### src/rtl/fir_coeff_loader_pkg.sv
// fir_pkg: shared definitions for the FIR coefficient loader slice.
//   - data/address widths of the FIR coefficient RAM port
//   - default timing constants (12 MHz clock, 600 kHz sample tick)
//   - loader state encoding
//   - count_legal(): range check applied to a requested coefficient count
package fir_pkg;

  localparam int COEFF_W = 16;
  localparam int ADDR_W  = 6;

  localparam int DEF_MAX_COEFF  = 17;
  localparam int DEF_SAMPLE_DIV = 20;
  localparam int DEF_WR_HOLD    = 2;
  localparam int DEF_GUARD      = 4;

  typedef enum logic [2:0] {
    ST_IDLE,
    ST_SETUP,
    ST_WAIT_DATA,
    ST_WRITE,
    ST_RELEASE
  } state_t;

  // A coefficient count is usable when it is non-zero and within the
  // symmetric filter's unique-coefficient capacity.
  function automatic logic count_legal(input logic [ADDR_W-1:0] n,
                                       input logic [ADDR_W-1:0] max_n);
    return (n != '0) && (n <= max_n);
  endfunction

endpackage

### src/rtl/fir_coeff_loader_if.sv
// fir_coeff_loader_if: bundles the host request, the upstream coefficient
// stream and the FIR-side update signals of the coefficient loader.
//   slave  : the loader (takes requests and coefficients, drives the FIR)
//   master : the host / testbench side
// Members:
//   iStart, iNumCoeff            load request and coefficient count
//   iCoeffValid, iCoeffData      upstream coefficient stream
//   oCoeffReady                  stream ready back to upstream
//   oCoeffUpdateFlag, oAddrRam,
//   oWrDtRam, oNumOfCoeff        FIR coefficient-update port
//   oEnSample600k                sample-enable tick to the FIR
//   oBusy, oDone, oErr           loader status
interface fir_coeff_loader_if;
  import fir_pkg::*;

  logic               iStart;
  logic [ADDR_W-1:0]  iNumCoeff;
  logic               iCoeffValid;
  logic [COEFF_W-1:0] iCoeffData;
  logic               oCoeffReady;
  logic               oCoeffUpdateFlag;
  logic [ADDR_W-1:0]  oAddrRam;
  logic [COEFF_W-1:0] oWrDtRam;
  logic [ADDR_W-1:0]  oNumOfCoeff;
  logic               oEnSample600k;
  logic               oBusy;
  logic               oDone;
  logic               oErr;

  modport slave (
    input  iStart, iNumCoeff, iCoeffValid, iCoeffData,
    output oCoeffReady, oCoeffUpdateFlag, oAddrRam, oWrDtRam, oNumOfCoeff,
           oEnSample600k, oBusy, oDone, oErr
  );

  modport master (
    output iStart, iNumCoeff, iCoeffValid, iCoeffData,
    input  oCoeffReady, oCoeffUpdateFlag, oAddrRam, oWrDtRam, oNumOfCoeff,
           oEnSample600k, oBusy, oDone, oErr
  );

endinterface

### src/rtl/fir_coeff_loader_sample_tick_gen.sv
// sample_tick_gen: free-running modulo-DIV counter producing a one-cycle
// tick on the last count. The gate only masks the tick; the counter keeps
// running so the tick phase survives periods where the gate is low.
// Ports:
//   clk   system clock
//   rst   synchronous active-high reset (counter to 0)
//   gate  tick enable
//   tick  one-cycle pulse every DIV cycles while gate is high
module sample_tick_gen
  import fir_pkg::*;
#(
  parameter int DIV = DEF_SAMPLE_DIV
) (
  input  logic clk,
  input  logic rst,
  input  logic gate,
  output logic tick
);

  localparam int CW = (DIV > 1) ? $clog2(DIV) : 1;
  localparam logic [CW-1:0] LAST = CW'(DIV - 1);

  logic [CW-1:0] count;

  // Wraps at DIV-1; never restarted by anything but reset.
  always_ff @(posedge clk) begin
    if (rst) begin
      count <= '0;
    end else if (count == LAST) begin
      count <= '0;
    end else begin
      count <= count + 1'b1;
    end
  end

  assign tick = gate && (count == LAST);

endmodule

### src/rtl/fir_coeff_loader.sv
// fir_coeff_loader: host-side initiator for the FIR coefficient update.
// On an accepted start it raises the update flag, waits GUARD cycles, then
// takes one coefficient per stream handshake and presents it with its RAM
// address for WR_HOLD cycles. After the last coefficient the flag drops,
// and after another GUARD cycles the load is reported done. The 600 kHz
// sample tick is suppressed whenever the loader is not idle.
// Ports:
//   iClk12M  12 MHz system clock
//   iRst     synchronous active-high reset
//   bus      fir_coeff_loader_if.slave (request, stream, FIR port, status)
module fir_coeff_loader
  import fir_pkg::*;
#(
  parameter int SAMPLE_DIV = DEF_SAMPLE_DIV,
  parameter int MAX_COEFF  = DEF_MAX_COEFF,
  parameter int WR_HOLD    = DEF_WR_HOLD,
  parameter int GUARD      = DEF_GUARD
) (
  input logic iClk12M,
  input logic iRst,
  fir_coeff_loader_if.slave bus
);

  localparam int TIMER_W = 8;
  localparam logic [TIMER_W-1:0] GUARD_LAST = TIMER_W'(GUARD - 1);
  localparam logic [TIMER_W-1:0] HOLD_LAST  = TIMER_W'(WR_HOLD - 1);
  localparam logic [ADDR_W-1:0]  MAX_N      = ADDR_W'(MAX_COEFF);

  state_t               state, state_next;
  logic [TIMER_W-1:0]   timer, timer_next;
  logic [ADDR_W-1:0]    idx, idx_next;
  logic [ADDR_W-1:0]    addr, addr_next;
  logic [COEFF_W-1:0]   data, data_next;
  logic [ADDR_W-1:0]    num, num_next;
  logic                 done, done_next;
  logic                 err, err_next;
  logic                 idle;

  // State and datapath registers; all next values come from the FSM below.
  always_ff @(posedge iClk12M) begin
    if (iRst) begin
      state <= ST_IDLE;
      timer <= '0;
      idx   <= '0;
      addr  <= '0;
      data  <= '0;
      num   <= MAX_N;
      done  <= 1'b0;
      err   <= 1'b0;
    end else begin
      state <= state_next;
      timer <= timer_next;
      idx   <= idx_next;
      addr  <= addr_next;
      data  <= data_next;
      num   <= num_next;
      done  <= done_next;
      err   <= err_next;
    end
  end

  // Next-state logic. The timer is shared by the guard and hold phases and
  // is always zero on entry to a timed state.
  always_comb begin
    state_next = state;
    timer_next = timer;
    idx_next   = idx;
    addr_next  = addr;
    data_next  = data;
    num_next   = num;
    done_next  = 1'b0;
    err_next   = 1'b0;

    case (state)
      ST_IDLE: begin
        if (bus.iStart) begin
          if (count_legal(bus.iNumCoeff, MAX_N)) begin
            num_next   = bus.iNumCoeff;
            timer_next = '0;
            state_next = ST_SETUP;
          end else begin
            err_next = 1'b1;
          end
        end
      end

      ST_SETUP: begin
        if (timer == GUARD_LAST) begin
          timer_next = '0;
          idx_next   = '0;
          state_next = ST_WAIT_DATA;
        end else begin
          timer_next = timer + 1'b1;
        end
      end

      ST_WAIT_DATA: begin
        if (bus.iCoeffValid) begin
          addr_next  = idx;
          data_next  = bus.iCoeffData;
          timer_next = '0;
          state_next = ST_WRITE;
        end
      end

      ST_WRITE: begin
        if (timer == HOLD_LAST) begin
          timer_next = '0;
          if (idx == num - 1'b1) begin
            state_next = ST_RELEASE;
          end else begin
            idx_next   = idx + 1'b1;
            state_next = ST_WAIT_DATA;
          end
        end else begin
          timer_next = timer + 1'b1;
        end
      end

      ST_RELEASE: begin
        // Address/data stay on the bus through the trailing guard; the
        // address only returns to 0 once the load is finished.
        if (timer == GUARD_LAST) begin
          timer_next = '0;
          addr_next  = '0;
          done_next  = 1'b1;
          state_next = ST_IDLE;
        end else begin
          timer_next = timer + 1'b1;
        end
      end

      default: begin
        state_next = ST_IDLE;
      end
    endcase
  end

  assign idle = (state == ST_IDLE);

  sample_tick_gen #(
    .DIV (SAMPLE_DIV)
  ) u_tick (
    .clk  (iClk12M),
    .rst  (iRst),
    .gate (idle),
    .tick (bus.oEnSample600k)
  );

  // Ready and flag are decoded from state only, so upstream never sees a
  // combinational path from its own valid.
  assign bus.oCoeffReady      = (state == ST_WAIT_DATA);
  assign bus.oCoeffUpdateFlag = (state == ST_SETUP) || (state == ST_WAIT_DATA) ||
                                (state == ST_WRITE);
  assign bus.oBusy            = !idle;
  assign bus.oAddrRam         = addr;
  assign bus.oWrDtRam         = data;
  assign bus.oNumOfCoeff      = num;
  assign bus.oDone            = done;
  assign bus.oErr             = err;

endmodule
### src/flat_wrapper.sv
// flat-port wrapper written by rule: the top's interface ports become plain ports
module fir_coeff_loader_flat import fir_pkg::*;
#(
  parameter int SAMPLE_DIV = DEF_SAMPLE_DIV,
  parameter int MAX_COEFF  = DEF_MAX_COEFF,
  parameter int WR_HOLD    = DEF_WR_HOLD,
  parameter int GUARD      = DEF_GUARD
)
  (iClk12M, iRst, bus_iStart, bus_iNumCoeff, bus_iCoeffValid, bus_iCoeffData, bus_oCoeffReady, bus_oCoeffUpdateFlag, bus_oAddrRam, bus_oWrDtRam, bus_oNumOfCoeff, bus_oEnSample600k, bus_oBusy, bus_oDone, bus_oErr);
  fir_coeff_loader_if bus_i ();
  input logic iClk12M;
  input logic iRst;
  input wire logic [$bits(bus_i.iStart)-1:0] bus_iStart;
  input wire logic [$bits(bus_i.iNumCoeff)-1:0] bus_iNumCoeff;
  input wire logic [$bits(bus_i.iCoeffValid)-1:0] bus_iCoeffValid;
  input wire logic [$bits(bus_i.iCoeffData)-1:0] bus_iCoeffData;
  output wire logic [$bits(bus_i.oCoeffReady)-1:0] bus_oCoeffReady;
  output wire logic [$bits(bus_i.oCoeffUpdateFlag)-1:0] bus_oCoeffUpdateFlag;
  output wire logic [$bits(bus_i.oAddrRam)-1:0] bus_oAddrRam;
  output wire logic [$bits(bus_i.oWrDtRam)-1:0] bus_oWrDtRam;
  output wire logic [$bits(bus_i.oNumOfCoeff)-1:0] bus_oNumOfCoeff;
  output wire logic [$bits(bus_i.oEnSample600k)-1:0] bus_oEnSample600k;
  output wire logic [$bits(bus_i.oBusy)-1:0] bus_oBusy;
  output wire logic [$bits(bus_i.oDone)-1:0] bus_oDone;
  output wire logic [$bits(bus_i.oErr)-1:0] bus_oErr;
  assign bus_i.iStart = bus_iStart;
  assign bus_i.iNumCoeff = bus_iNumCoeff;
  assign bus_i.iCoeffValid = bus_iCoeffValid;
  assign bus_i.iCoeffData = bus_iCoeffData;
  assign bus_oCoeffReady = bus_i.oCoeffReady;
  assign bus_oCoeffUpdateFlag = bus_i.oCoeffUpdateFlag;
  assign bus_oAddrRam = bus_i.oAddrRam;
  assign bus_oWrDtRam = bus_i.oWrDtRam;
  assign bus_oNumOfCoeff = bus_i.oNumOfCoeff;
  assign bus_oEnSample600k = bus_i.oEnSample600k;
  assign bus_oBusy = bus_i.oBusy;
  assign bus_oDone = bus_i.oDone;
  assign bus_oErr = bus_i.oErr;
  fir_coeff_loader #(.SAMPLE_DIV(SAMPLE_DIV), .MAX_COEFF(MAX_COEFF), .WR_HOLD(WR_HOLD), .GUARD(GUARD)) u_core (.iClk12M(iClk12M), .iRst(iRst), .bus(bus_i));
endmodule
### config.mk
export PLATFORM = sky130hd
export DESIGN_NAME = fir_coeff_loader_flat
export DESIGN_NICKNAME = d
export VERILOG_FILES = /design/src/rtl/fir_coeff_loader_pkg.sv /design/src/rtl/fir_coeff_loader_if.sv /design/src/rtl/fir_coeff_loader_sample_tick_gen.sv /design/src/rtl/fir_coeff_loader.sv /design/src/flat_wrapper.sv
export SDC_FILE = /design/constraint.sdc
export NUM_CORES = 1
export LEC_CHECK = 0
export ABC_AREA = 1
export CORE_MARGIN = 3
export CORE_UTILIZATION = 45
export CTS_CLUSTER_DIAMETER = 200
export DETAILED_ROUTE_END_ITERATION = 10
export HOLD_SLACK_MARGIN = 0.08
export PLACE_DENSITY = 0.73
export SKIP_LAST_GASP = 1
export SYNTH_ARGS = -nofsm -noshare
export SYNTH_HDL_FRONTEND = slang
export SYNTH_SLANG_ARGS = --single-unit
### constraint.sdc
create_clock -name iClk12M -period 3.8 [get_ports iClk12M]
set_clock_uncertainty 0.2 [all_clocks]
set_input_delay 0.38 -clock iClk12M [delete_from_list [all_inputs] [get_ports iClk12M]]
set_output_delay 0.38 -clock iClk12M [all_outputs]
set_load 0.02 [all_outputs]
# ---- Yosys cells after proc, flatten, opt, wreduce, memory -nomap -nowiden
# Cells that the tools add are included.
dict set report totals {
  elab_cells 74
  regBits 52
  output_inout_bits 34
  input_bits 26
}
dict set report op_classes {
  bitwise_logic 3
  mux 22
  eq_ne 15
  n_lt_le_gt_ge 1
  n_reduce_logical 20
  addsub 4
}
# operator count
set op_table {}
lappend op_table {{$mux 8} 5}
lappend op_table {{$pmux 8 s4} 1}
lappend op_table {{$mux 6} 4}
lappend op_table {{$pmux 6 s2} 2}
lappend op_table {{$mux 3} 7}
lappend op_table {{$pmux 3 s5} 1}
lappend op_table {{$add 8x1->8 const B} 1}
lappend op_table {{$eq 8x1->1 const B} 1}
lappend op_table {{$eq 8x2->1 const B} 1}
lappend op_table {{$ne 2x2->1 const B} 4}
lappend op_table {{$reduce_and 4->1} 2}
lappend op_table {{$add 6x1->6 const B} 1}
lappend op_table {{$eq 3x2->1 const B} 2}
lappend op_table {{$eq 6x6->1} 1}
lappend op_table {{$le 6x5->1 const B} 1}
lappend op_table {{$ne 2x1->1 const B} 3}
lappend op_table {{$reduce_and 3->1} 2}
lappend op_table {{$reduce_and 6->1} 1}
lappend op_table {{$reduce_bool 6->1} 1}
lappend op_table {{$reduce_or 2->1} 3}
lappend op_table {{$sub 6x1->6 const B} 1}
lappend op_table {{$add 5x1->5 const B} 1}
lappend op_table {{$eq 5x5->1 const B} 1}
lappend op_table {{$reduce_bool 2->1} 2}
lappend op_table {{other kinds (11)} 16}

# ---- Depth between registers and ports, before layout
# Gate-level depths: netlist of the first run.
dict set report depth {
  depth_word 5
  ltp_mapped 14
  depth_no_buf 14
}

# ---- Hierarchy
# A second synthesis of the first run with hierarchy kept.
dict set report unflattened {
  cells_unflattened 376
  area_unflattened_um2 2638.8
}
# module area_per_inst_um2 cells_each seq_area_each_um2 n_inst
set by_module_without_submodules {}
lappend by_module_without_submodules {fir_coeff_loader 2392.3 342 940.9 1}
lappend by_module_without_submodules {sample_tick_gen 246.5 34 100.1 1}

# ---- Worst setup path after synthesis of the first run
# OpenSTA, ideal clock, no wires.
dict set report synth_path {
  path_type {register to register}
  startpoint {reg u_core.num[0], in the netlist u_core.bus.oNumOfCoeff[0]}
  endpoint {reg u_core.idx[1]}
  setup_slack_ns 1.775
  stages_incl_launch_ff 12
  required_ns 3.472
  arrival_time_ns 1.697
  path_buffers 0
  period_less_slack_ns 2.025
  setup_ns 0.128
  cell_sequence {dfxtp_1 > inv_1 > ha_1 > xnor2_1 > nor2_1 > nand3_1 > o21ai_1 > nand2_1 > nand2_4 > nand2_1 > nand2_1 > nor2_1}
}
dict set report synth_via {
  elab_chain_cells 4
}
# item line
set synth_lines {}
lappend synth_lines {{from (decl)} fir_coeff_loader.sv:34} ;# logic [ADDR_W-1:0] num, num_next;
lappend synth_lines {{from (signal assigned)} fir_coeff_loader.sv:56} ;# num <= num_next;
lappend synth_lines {{$sub 6x1->6} fir_coeff_loader.sv:109} ;# if (idx == num - 1'b1) begin
lappend synth_lines {{$eq 6x6->1} fir_coeff_loader.sv:109}
lappend synth_lines {{$ne 2x2->1 (no line)} --}
lappend synth_lines {{$reduce_and 4->1 (no line)} --}
lappend synth_lines {{to (signal assigned)} fir_coeff_loader.sv:53} ;# idx <= idx_next;
lappend synth_lines {{to (decl)} fir_coeff_loader.sv:31} ;# logic [ADDR_W-1:0] idx, idx_next;
# Every way passes these cells.
# A chain may end at the register's enable or synchronous reset.

# ---- Worst setup path after layout of the first run
dict set report layout_path {
  startpoint {reg u_core.state[2]}
  endpoint {reg u_core.addr[1], in the netlist u_core.bus.oAddrRam[1]}
}
dict set report layout_via {
  elab_chain_cells 3
  elab_cells_between_ends 7
  classes_between {4 x eq/ne; 1 x mux; 2 x reduce/logical}
}
# item line
set layout_lines {}
lappend layout_lines {{from (decl)} fir_coeff_loader.sv:29} ;# state_t state, state_next;
lappend layout_lines {{from (signal assigned)} fir_coeff_loader.sv:51} ;# state <= state_next;
lappend layout_lines {{$eq 3x3->1 or $eq 3x2->1 (tied branches)} fir_coeff_loader.sv:74} ;# case (state)
lappend layout_lines {{$ne 2x1->1 (no line), or another cell as far along} --}
lappend layout_lines {{$reduce_and 3->1 (no line)} --}
lappend layout_lines {{to (signal assigned)} fir_coeff_loader.sv:54} ;# addr <= addr_next;
lappend layout_lines {{to (decl)} fir_coeff_loader.sv:32} ;# logic [ADDR_W-1:0] addr, addr_next;
# Several ways; a longest one is shown, not always the timed one.

==> metrics, run 1 <==
most frequent cells after synthesis=98 x nand2_1, 52 x dfxtp_1, 40 x a21oi_1; Routed WL per cell=11.6 microns; Placer Congestion=0.820; Max clock buf depth=2; Startpoint Class=flip-flop; vias per cell=4.88; post-layout min period=2.35 ns; Crit Path Category=flip-flop to flip-flop; Yosys warnings=0; Slew Viols, Final=0; library cells used by synthesis=33; Syn Area/Cell=6.98 sq um; overall die width=81.0 microns; share of cells above drive strength 1=6.67%; Synth-to-Final Area Change=29.1%; Final setup violation count=0; Critical-path top delay cell=dfxtp_1; Synth top area share=41.1%; final worst-path cycle share=61.8%; Synth Cell Area=2530 sq um; Clk Latency, worst-skew pair=0.31 ns; Crit. End Element=flip-flop; placed instance area=3160 sq um; total track usage=18.8%; final net count=450; die area=6560 sq um; core region area=5270 sq um; Slew @ Worst Pin=0.658 ns; crit-path cells=nor2_1, nand2_2, inv_1, a21oi_1, nand2_1, a21oi_1; r2r setup slk=1.45 ns; CTS Buf Count=5; via count=2393; family with the most delay on the worst path=compound AO/OA/AOI/OAI gates; TritonCTS clock tree=yes; Worst VDD drop=0.269 mV; Post-Syn Instances=363; initial antenna violation count=0; routed wire length=5700 microns; PwrDens=395 nW/um^2; Critical Path AT=2.39 ns; Die Ht=81.0 microns; total negative slack=0 ns; Pre-antenna DRT Iters=4; CTS root buffer=clkbuf_8; Buffers & Inverters on Critical Path=1; DP HPWL=4310 microns; I/O pins=60; post-cts resize count=0; htree depth=2; ys flop type=dfxtp_1; Area contributors post-synth=dfxtp_1 41%, nand2_1 15%, a21oi_1 7.9%, nand3_1 6.1%, inv_1 5.5%; largest net degree at the start of global routing=36; critical path's largest stage delay=0.52 ns; post-route cell area=3270 sq um; Pleak=0.00122 uW; cell with the most instances after synthesis=nand2_1; first-pass GRT wire length=9700 microns; FF+latch count, synth=52; post-route ant nets=0; drt first-iter violations=92; post-synthesis sequential area ratio=41.1%; Hold Vio Cnt, Final=0; f_max=426 MHz; area leader, netlist=dfxtp_1; worst hold-check path type=flip-flop to flip-flop; EDFF count, synth=0; # rows=26; final core utilization=62.0%; outcome=complete, no violations; Worst EP required=3.85 ns; Residual DRC=0; CP most frequent cell=a21oi_1; ant diodes=0; Max Fanout on Critical Path=23; Hold Buf Count CTS=0; ys async rst share=0%; Clock Sinks=52; Post-Syn Nets=394; Initial Util=48.1%; global route total overflow=0; clk slew on worst S/H paths=0.10 ns; post-CTS setup buffer count=0; Slew headroom=56.1%; max-cap violation count=0; vias in the first global route=2262; number of port buffers=59; RSZ-0062 raised after global routing=no
area by class of cell:
class,count,area (sq um)
inverter,41,154
clock buffer,5,68.8
fill,490,2000
timing repair buffer,60,598
clock inverter,3,42.5
sequential,52,1040
multi-input combinational,259,1280
tap,70,87.6
worst paths after layout:
path,to,start,cells past startpoint
max,u_core.bus.oAddrRam[1]$_SDFFE_PP0P_,u_core.state[2]$_SDFFE_PP0P_,6
max reg2reg,u_core.bus.oAddrRam[1]$_SDFFE_PP0P_,u_core.state[2]$_SDFFE_PP0P_,6
min reg2reg,u_core.u_tick.count[0]$_SDFF_PP0_,u_core.u_tick.count[0]$_SDFF_PP0_,1
min,u_core.u_tick.count[0]$_SDFF_PP0_,u_core.u_tick.count[0]$_SDFF_PP0_,1
cells by family after synthesis:
| logic type | share of synthesized area, % |
|---|---|
| AOI/OAI and AO/OA | 12.2 |
| xor gates and xnor gates | 3.11 |
| adders and majority gates | 2.47 |
| buffers and inverters | 8.45 |
| DFF | 41.1 |
| and+or+nand+nor | 32.7 |
worst register-to-register path, stage by stage, from the launching register on:
cell and delay, ns:
dfxtp_1 0.52, nor2_1 0.14, nand2_2 0.28, inv_1 0.40, a21oi_1 0.51, nand2_1 0.11, a21oi_1 0.13
where the power goes:
group	leakage [uW]	switching [uW]	internal, uW
clock network	0.0000541	189	195
logic	0.000746	189	121
registers	0.000421	26.4	571
total	0.00122	404	886
state kept, by name (all words and copies together), names as in the netlist:
name,cells
u_core.idx,6
u_core.u_tick.count,5
u_core.bus.oDone,1
u_core.bus.oNumOfCoeff,6
u_core.bus.oWrDtRam,16
u_core.state,3
u_core.timer,8
u_core.bus.oAddrRam,6
u_core.bus.oErr,1
per-layer routing:
metal / up-vias / GRT usage (%) / part of all wire, %
met5: - / 0 / 0
met4: 0 / 6.76 / 1.0
met3: 5 / 3.77 / 2.2
met2: 23 / 33.2 / 51
met1: 1089 / 22.5 / 45
li1: 1276 / - / -
cells in the final DEF (no fill, tap or decap), types with 2 or more instances in the layout:
master and instances:
xnor2_1 5, o211ai_1 2, o21ai_0 8, nor2_2 4
clkbuf_8 5, clkdlybuf4s50_1 59, nand2_2 3, inv_2 3
o21ai_1 3, nand2_1 98, nand4_1 2, xor2_1 4
nor3_1 9, a21oi_1 40, ha_1 5, nor2_1 32
dfxtp_1 52, or2_2 2, nand2_4 2, inv_1 37
nand3_1 31
stage by stage:
step	setup WS (ns)	instances	hold WS [ns]	power, uW
floorplan	1.78	363	0.218	823
global placement	1.39	482	0.231	914
detailed placement	1.26	482	0.237	920
CTS	1.43	490	0.259	1300
global route	1.15	490	0.277	1370
finish	1.45	490	0.253	1290
(Power assumes the default switching activity.)
==> run 2: changes to the inputs <==
--- a/config.mk
+++ b/config.mk
@@ -11,7 +11,7 @@
 export CTS_CLUSTER_DIAMETER = 200
 export DETAILED_ROUTE_END_ITERATION = 10
 export HOLD_SLACK_MARGIN = 0.08
-export PLACE_DENSITY = 0.73
+export PLACE_DENSITY = 0.76
 export SKIP_LAST_GASP = 1
 export SYNTH_ARGS = -nofsm -noshare
 export SYNTH_HDL_FRONTEND = slang
==> constraint.sdc (replaced) <==
create_clock -name iClk12M -period 2.1 [get_ports iClk12M]
set_clock_uncertainty 0.2 [all_clocks]
set_input_delay 0.21 -clock iClk12M [delete_from_list [all_inputs] [get_ports iClk12M]]
set_output_delay 0.21 -clock iClk12M [all_outputs]
set_load 0.02 [all_outputs]
==> metrics, run 2 (synthesized netlist as in run 1, its figures left out) <==
Largest register FFs=16 (unchanged); Placer Congestion=0.843 (+2.9%); via count=2394 (+0.042%); Seq pwr share=45.1% (-1.2 points); total track usage=19.2% (+0.43 points); die area=6560 sq um (unchanged); PwrDens=716 nW/um^2 (+81%); total negative slack=0 ns (unchanged); # rows=26 (unchanged); Hold Vio Cnt, Final=0 (unchanged); Reg2Reg Launch Point=u_core.bus.oNumOfCoeff[0]$_SDFFE_PP1P_; overall die width=81.0 microns (unchanged); Synth-to-Final Area Change=32.3%; ant diodes=0 (unchanged); final net count=457 (+1.6%); Slew Viols, Final=0 (unchanged); Pleak=0.00128 uW (+4.9%); Critical path origin=u_core.state[1]$_SDFFE_PP0P_; Initial Util=48.1% (unchanged); htree depth=2 (unchanged); final worst-path cycle share=93.4%; Slew @ Worst Pin=0.490 ns (-0.168 ns); Crit Path Category=flip-flop to output port; most common cell after layout, fill and taps aside=nand2_1; f_max=510 MHz; post-layout min period=1.96 ns; crit-path cells=inv_2, nand2_2, clkdlybuf4s50_1; Startpoint Class=flip-flop; Pint=1660 uW (+88%); Slew headroom=67.3% (+11 points); initial antenna violation count=0 (unchanged); TritonCTS clock tree=yes; Final setup violation count=0 (unchanged); Pwr Total=2400 uW (+86%); I/O pins=60 (unchanged); CTS Buf Count=5 (unchanged); Net Sw Frac=30.6% (-0.64 points); core region area=5270 sq um (unchanged); Die Ht=81.0 microns (unchanged); routed wire length=5890 microns (+3.5%); share of cells above drive strength 1=9.37% (+2.7 points); hold_sp=bus_iCoeffData[3]; Critical Path AT=1.55 ns (-0.84 ns); largest net degree at the start of global routing=23 (-36%); post-route ant nets=0 (unchanged); Critical-path top delay cell=clkdlybuf4s50_1; number of port buffers=59 (unchanged); DP HPWL=4490 microns (+4.3%); worst hold-check path type=input port to flip-flop; Residual DRC=0 (unchanged); RSZ-0062 raised after global routing=no; first-pass GRT wire length=10000 microns (+3.5%); combinational share of power=24.6% (+0.6 points); commonest cells after routing, fill and taps aside=97 x nand2_1, 56 x clkdlybuf4s50_1, 50 x dfxtp_1, 40 x a21oi_1, 37 x inv_1; Worst EP required=1.69 ns (-2.16 ns); Max Fanout on Critical Path=6 (-74%); critical path's largest stage delay=0.61 ns (+0.09 ns); Worst VDD drop=0.349 mV (+30%); Max clock buf depth=2 (unchanged); Pre-antenna DRT Iters=4 (unchanged); filler cell count=476 (-2.9%); Switch Pwr=735 uW (+82%); max-cap violation count=0 (unchanged); Clk Latency, worst-skew pair=0.31 ns (about the same); drt first-iter violations=134 (+46%); vias in the first global route=2265 (+0.13%); clk slew on worst S/H paths=0.10 ns (about the same); outcome=complete, no violations; CTS root buffer=clkbuf_8; Crit. End Element=output port; final core utilization=63.6% (+1.5 points); vias per cell=4.82 (-1.4%); Clock Sinks=52 (unchanged); Routed WL per cell=11.9 microns (+2.0%); global route total overflow=0 (unchanged); Clock Power Share=30.3% (+0.6 points)
-- run 2: path summary, 6_finish.rpt --
kind | slack, ns | cells past startpoint | endpoint
worst max-delay path | 0.14 | 3 | bus_oBusy
worst min-delay path | 0.25 | 3 | u_core.bus.oWrDtRam[3]$_SDFFE_PP0P_
worst max register to register | 0.18 | 10 | u_core.idx[2]$_SDFFE_PP0P_
worst min register to register | 0.26 | 1 | u_core.u_tick.count[0]$_SDFF_PP0_
-- run 2: area by class of cell --
cell class / count / area [sq um] / area share, %
clock buffers: 6 / 82.6 / 2.46
well taps: 70 / 87.6 / 2.61
clock inverters: 2 / 38.8 / 1.16
multi-input cells: 259 / 1280 / 38.3
repair buffers: 67 / 659 / 19.7
flip-flops and latches: 52 / 1040 / 31.1
inverters: 41 / 154 / 4.59
-- run 2: power groups by stage --
stage | registers [uW] | logic (uW) | clock network [uW]
detailed placement | 1100 | 568 | 0
floorplan | 1120 | 373 | 0
CTS | 1080 | 564 | 744
finish | 1080 | 590 | 726
global placement | 1100 | 558 | 0
global route | 1090 | 659 | 788
-- run 2: timing repair --
| item | 4_1_cts | 5_1_grt |
|---|---|---|
| hold buffers | 0 | 0 |
| setup buffers | 0 | 1 |
| pin swaps | 0 | 1 |
| cloned | 0 | 0 |
| endpoints found under the setup margin | 3 | 12 |
| gates resized for setup | 3 | 5 |
-- run 2: critical path: cells and delay by family (launching register included) --
family	cells	cell delay (ns)
simple gates	1	0.10
buf+inv	2	0.70
flops	1	0.45
-- run 2: stage by stage --
step	area [sq um]	hold slack, ns	std cells	worst slack [ns]
final	3350	0.250	497	0.139
after global routing	3350	0.250	497	0.00659
after CTS	3320	0.240	496	0.0279
after detailed placement	3200	0.244	488	0.0527
after global placement	3200	0.233	488	0.101
after floorplan	2530	0.140	363	0.0754
-- run 2: per-layer routing --
layer / global-route usage, % / routed length, microns / up-vias
li1: - / - / 1286
met1: 23.7 / 2690 / 1080
met2: 33.8 / 2980 / 21
met3: 3.66 / 152 / 7
met4: 5.57 / 71 / 0
met5: 0 / 0 / -
==> run 3: changes to the inputs <==
--- a/config.mk
+++ b/config.mk
@@ -6,12 +6,12 @@
 export NUM_CORES = 1
 export LEC_CHECK = 0
 export ABC_AREA = 1
-export CORE_MARGIN = 3
-export CORE_UTILIZATION = 45
+export CORE_MARGIN = 4
+export CORE_UTILIZATION = 53
 export CTS_CLUSTER_DIAMETER = 200
 export DETAILED_ROUTE_END_ITERATION = 10
 export HOLD_SLACK_MARGIN = 0.08
-export PLACE_DENSITY = 0.76
+export PLACE_DENSITY = 0.84
 export SKIP_LAST_GASP = 1
 export SYNTH_ARGS = -nofsm -noshare
 export SYNTH_HDL_FRONTEND = slang
==> constraint.sdc (replaced) <==
create_clock -name iClk12M -period 2.5 [get_ports iClk12M]
set_clock_uncertainty 0.2 [all_clocks]
set_input_delay 0.25 -clock iClk12M [delete_from_list [all_inputs] [get_ports iClk12M]]
set_output_delay 0.25 -clock iClk12M [all_outputs]
set_load 0.02 [all_outputs]
==> metrics, run 3 (synthesized netlist as in run 1, its figures left out) <==
f_max=458 MHz; commonest cells after routing, fill and taps aside=98 x nand2_1, 59 x clkdlybuf4s50_1, 52 x dfxtp_1, 40 x a21oi_1, 37 x inv_1; RSZ-0062 raised after global routing=no; post-cts resize count=0 (-3); DP HPWL=4580 microns (+2.1%); Max clock buf depth=2 (unchanged); initial antenna violation count=0 (unchanged); ant diodes=0 (unchanged); Routed WL per cell=12.8 microns (+8.2%); Clk Latency, worst-skew pair=0.31 ns (about the same); Initial Util=56.6% (+8.5 points); total negative slack=0 ns (unchanged); FF+latch area=1040 sq um (-0.24%); routed wire length=6110 microns (+3.7%); GR Util met3=4.10% (+0.44 points); via count=2432 (+1.6%); Crit. End Element=output port; Hold Vio Cnt, Final=0 (unchanged); CP most frequent cell=nor2_1; Startpoint Class=flip-flop; first-pass GRT wire length=10600 microns (+5.3%); vias in the first global route=2382 (+5.2%); Critical-path top delay cell=clkdlybuf4s50_1; Die Ht=77.1 microns (-4.8%); die area=5950 sq um (-9.4%); Pre-antenna DRT Iters=4 (unchanged); Residual DRC=0 (unchanged); worst hold-check path type=flip-flop to flip-flop; Worst EP required=2.05 ns (+0.36 ns); Slew headroom=65.0% (-2.3 points); Pleak=0.00124 uW (-3.5%); post-layout min period=2.19 ns; Worst VDD drop=0.533 mV (+53%); total track usage=21.3% (+2.1 points); filler cell count=354 (-26%); crit-path cells=nor2_1, nand2_2, nor2_1, clkdlybuf4s50_1; GR peak layer=met2; final net count=454 (-0.66%); most common cell after layout, fill and taps aside=nand2_1; CTS Buf Count=5 (unchanged); met1 Use GR=25.5% (+1.8 points); drt first-iter violations=117 (-13%); Critical Path AT=1.74 ns (+0.19 ns); Placer Congestion=0.805 (-4.5%); Max Fanout on Critical Path=7 (+1); # rows=24 (-7.7%); share of cells above drive strength 1=7.55% (-1.8 points); Hold Buf Count CTS=0 (unchanged); Synth-to-Final Area Change=28.6%; Crit Path Category=flip-flop to output port; PwrDens=579 nW/um^2 (-19%); Clock Sinks=52 (unchanged); CTS root buffer=clkbuf_8; vias per cell=5.11 (+6.1%); Slew @ Worst Pin=0.525 ns (+0.0347 ns); Slew Viols, Final=0 (unchanged); global route total overflow=0 (unchanged); Final setup violation count=0 (unchanged); Largest register FFs=16 (unchanged); max-cap violation count=0 (unchanged); post-route ant nets=0 (unchanged); post-CTS setup buffer count=0 (unchanged); number of port buffers=59 (unchanged); clk slew on worst S/H paths=0.10 ns (about the same); largest net degree at the start of global routing=23 (unchanged); htree depth=2 (unchanged); TritonCTS clock tree=yes; area of the multi-input gates=1280 sq um (-0.58%); overall die width=77.1 microns (-4.8%); critical path's largest stage delay=0.61 ns (about the same); WHS=0.255 ns (+0.00440 ns); final worst-path cycle share=87.4%; core region area=4470 sq um (-15%); outcome=complete, no violations; met2 GRT Util=37.0% (+3.2 points); I/O pins=60 (unchanged)
==> run 3: changes by cell type in the layout (fill, tap and decap cells not counted), moves of 2 or more <==
cell / change
dlygate4sd2_1: -3
dfxtp_2: -2
clkdlybuf4s50_1: +3
dfxtp_1: +2
buf_4: -2
==> run 3: worst max-delay path: cells and delay by family, from the launching register on <==
family | cells | cell delay [ns]
flip-flops | 1 | 0.41
AND/OR/NAND/NOR | 3 | 0.41
buffers and inverters | 1 | 0.61
==> run 3: layout make-up <==
cell class | count | area share (%)
multi-input cells | 259 | 39.2
flip-flops and latches | 52 | 32.0
repair buffers | 64 | 19.3
inverters | 41 | 4.73
clock buffers | 5 | 2.11
well taps | 52 | 2.00
clock inverters | 3 | 0.692
==> run 3: where the power goes <==
group	switching, uW	internal [uW]	leakage, uW	total, uW
Sequential	41.6	867	0.000421	909
Combinational	292	188	0.000766	480
Clock	297	201	0.0000485	498
Total	630	1260	0.00124	1890
==> run 3: final timing paths <==
kind	start	end	slack (ns)	cells past startpoint
worst max-delay path	u_core.state[2]$_SDFFE_PP0P_	bus_oEnSample600k	0.31	4
worst min-delay path	u_core.u_tick.count[0]$_SDFF_PP0_	u_core.u_tick.count[0]$_SDFF_PP0_	0.25	1
worst max register to register	u_core.bus.oNumOfCoeff[0]$_SDFFE_PP1P_	u_core.idx[0]$_SDFFE_PP0P_	0.37	10
worst min register to register	u_core.u_tick.count[0]$_SDFF_PP0_	u_core.u_tick.count[0]$_SDFF_PP0_	0.25	1
==> run 3: per-layer routing <==
layer / routed length (microns) / share of wire (%) / vias to the layer above
met5: 0 / 0 / -
met4: 127 / 2.1 / 0
met2: 3130 / 51 / 37
met3: 161 / 2.6 / 15
li1: - / - / 1280
met1: 2690 / 44 / 1100
==> run 3: through the flow <==
step	utilization, %	cells	setup WS [ns]	total power [uW]	instance area (sq um)
detailed placement	70.7	468	0.354	1400	3170
global route	72.8	476	0.155	1990	3260
global placement	70.7	468	0.433	1390	3170
floorplan	-	363	0.475	1250	2530
finish	72.8	476	0.315	1890	3260
CTS	72.8	476	0.315	1900	3260
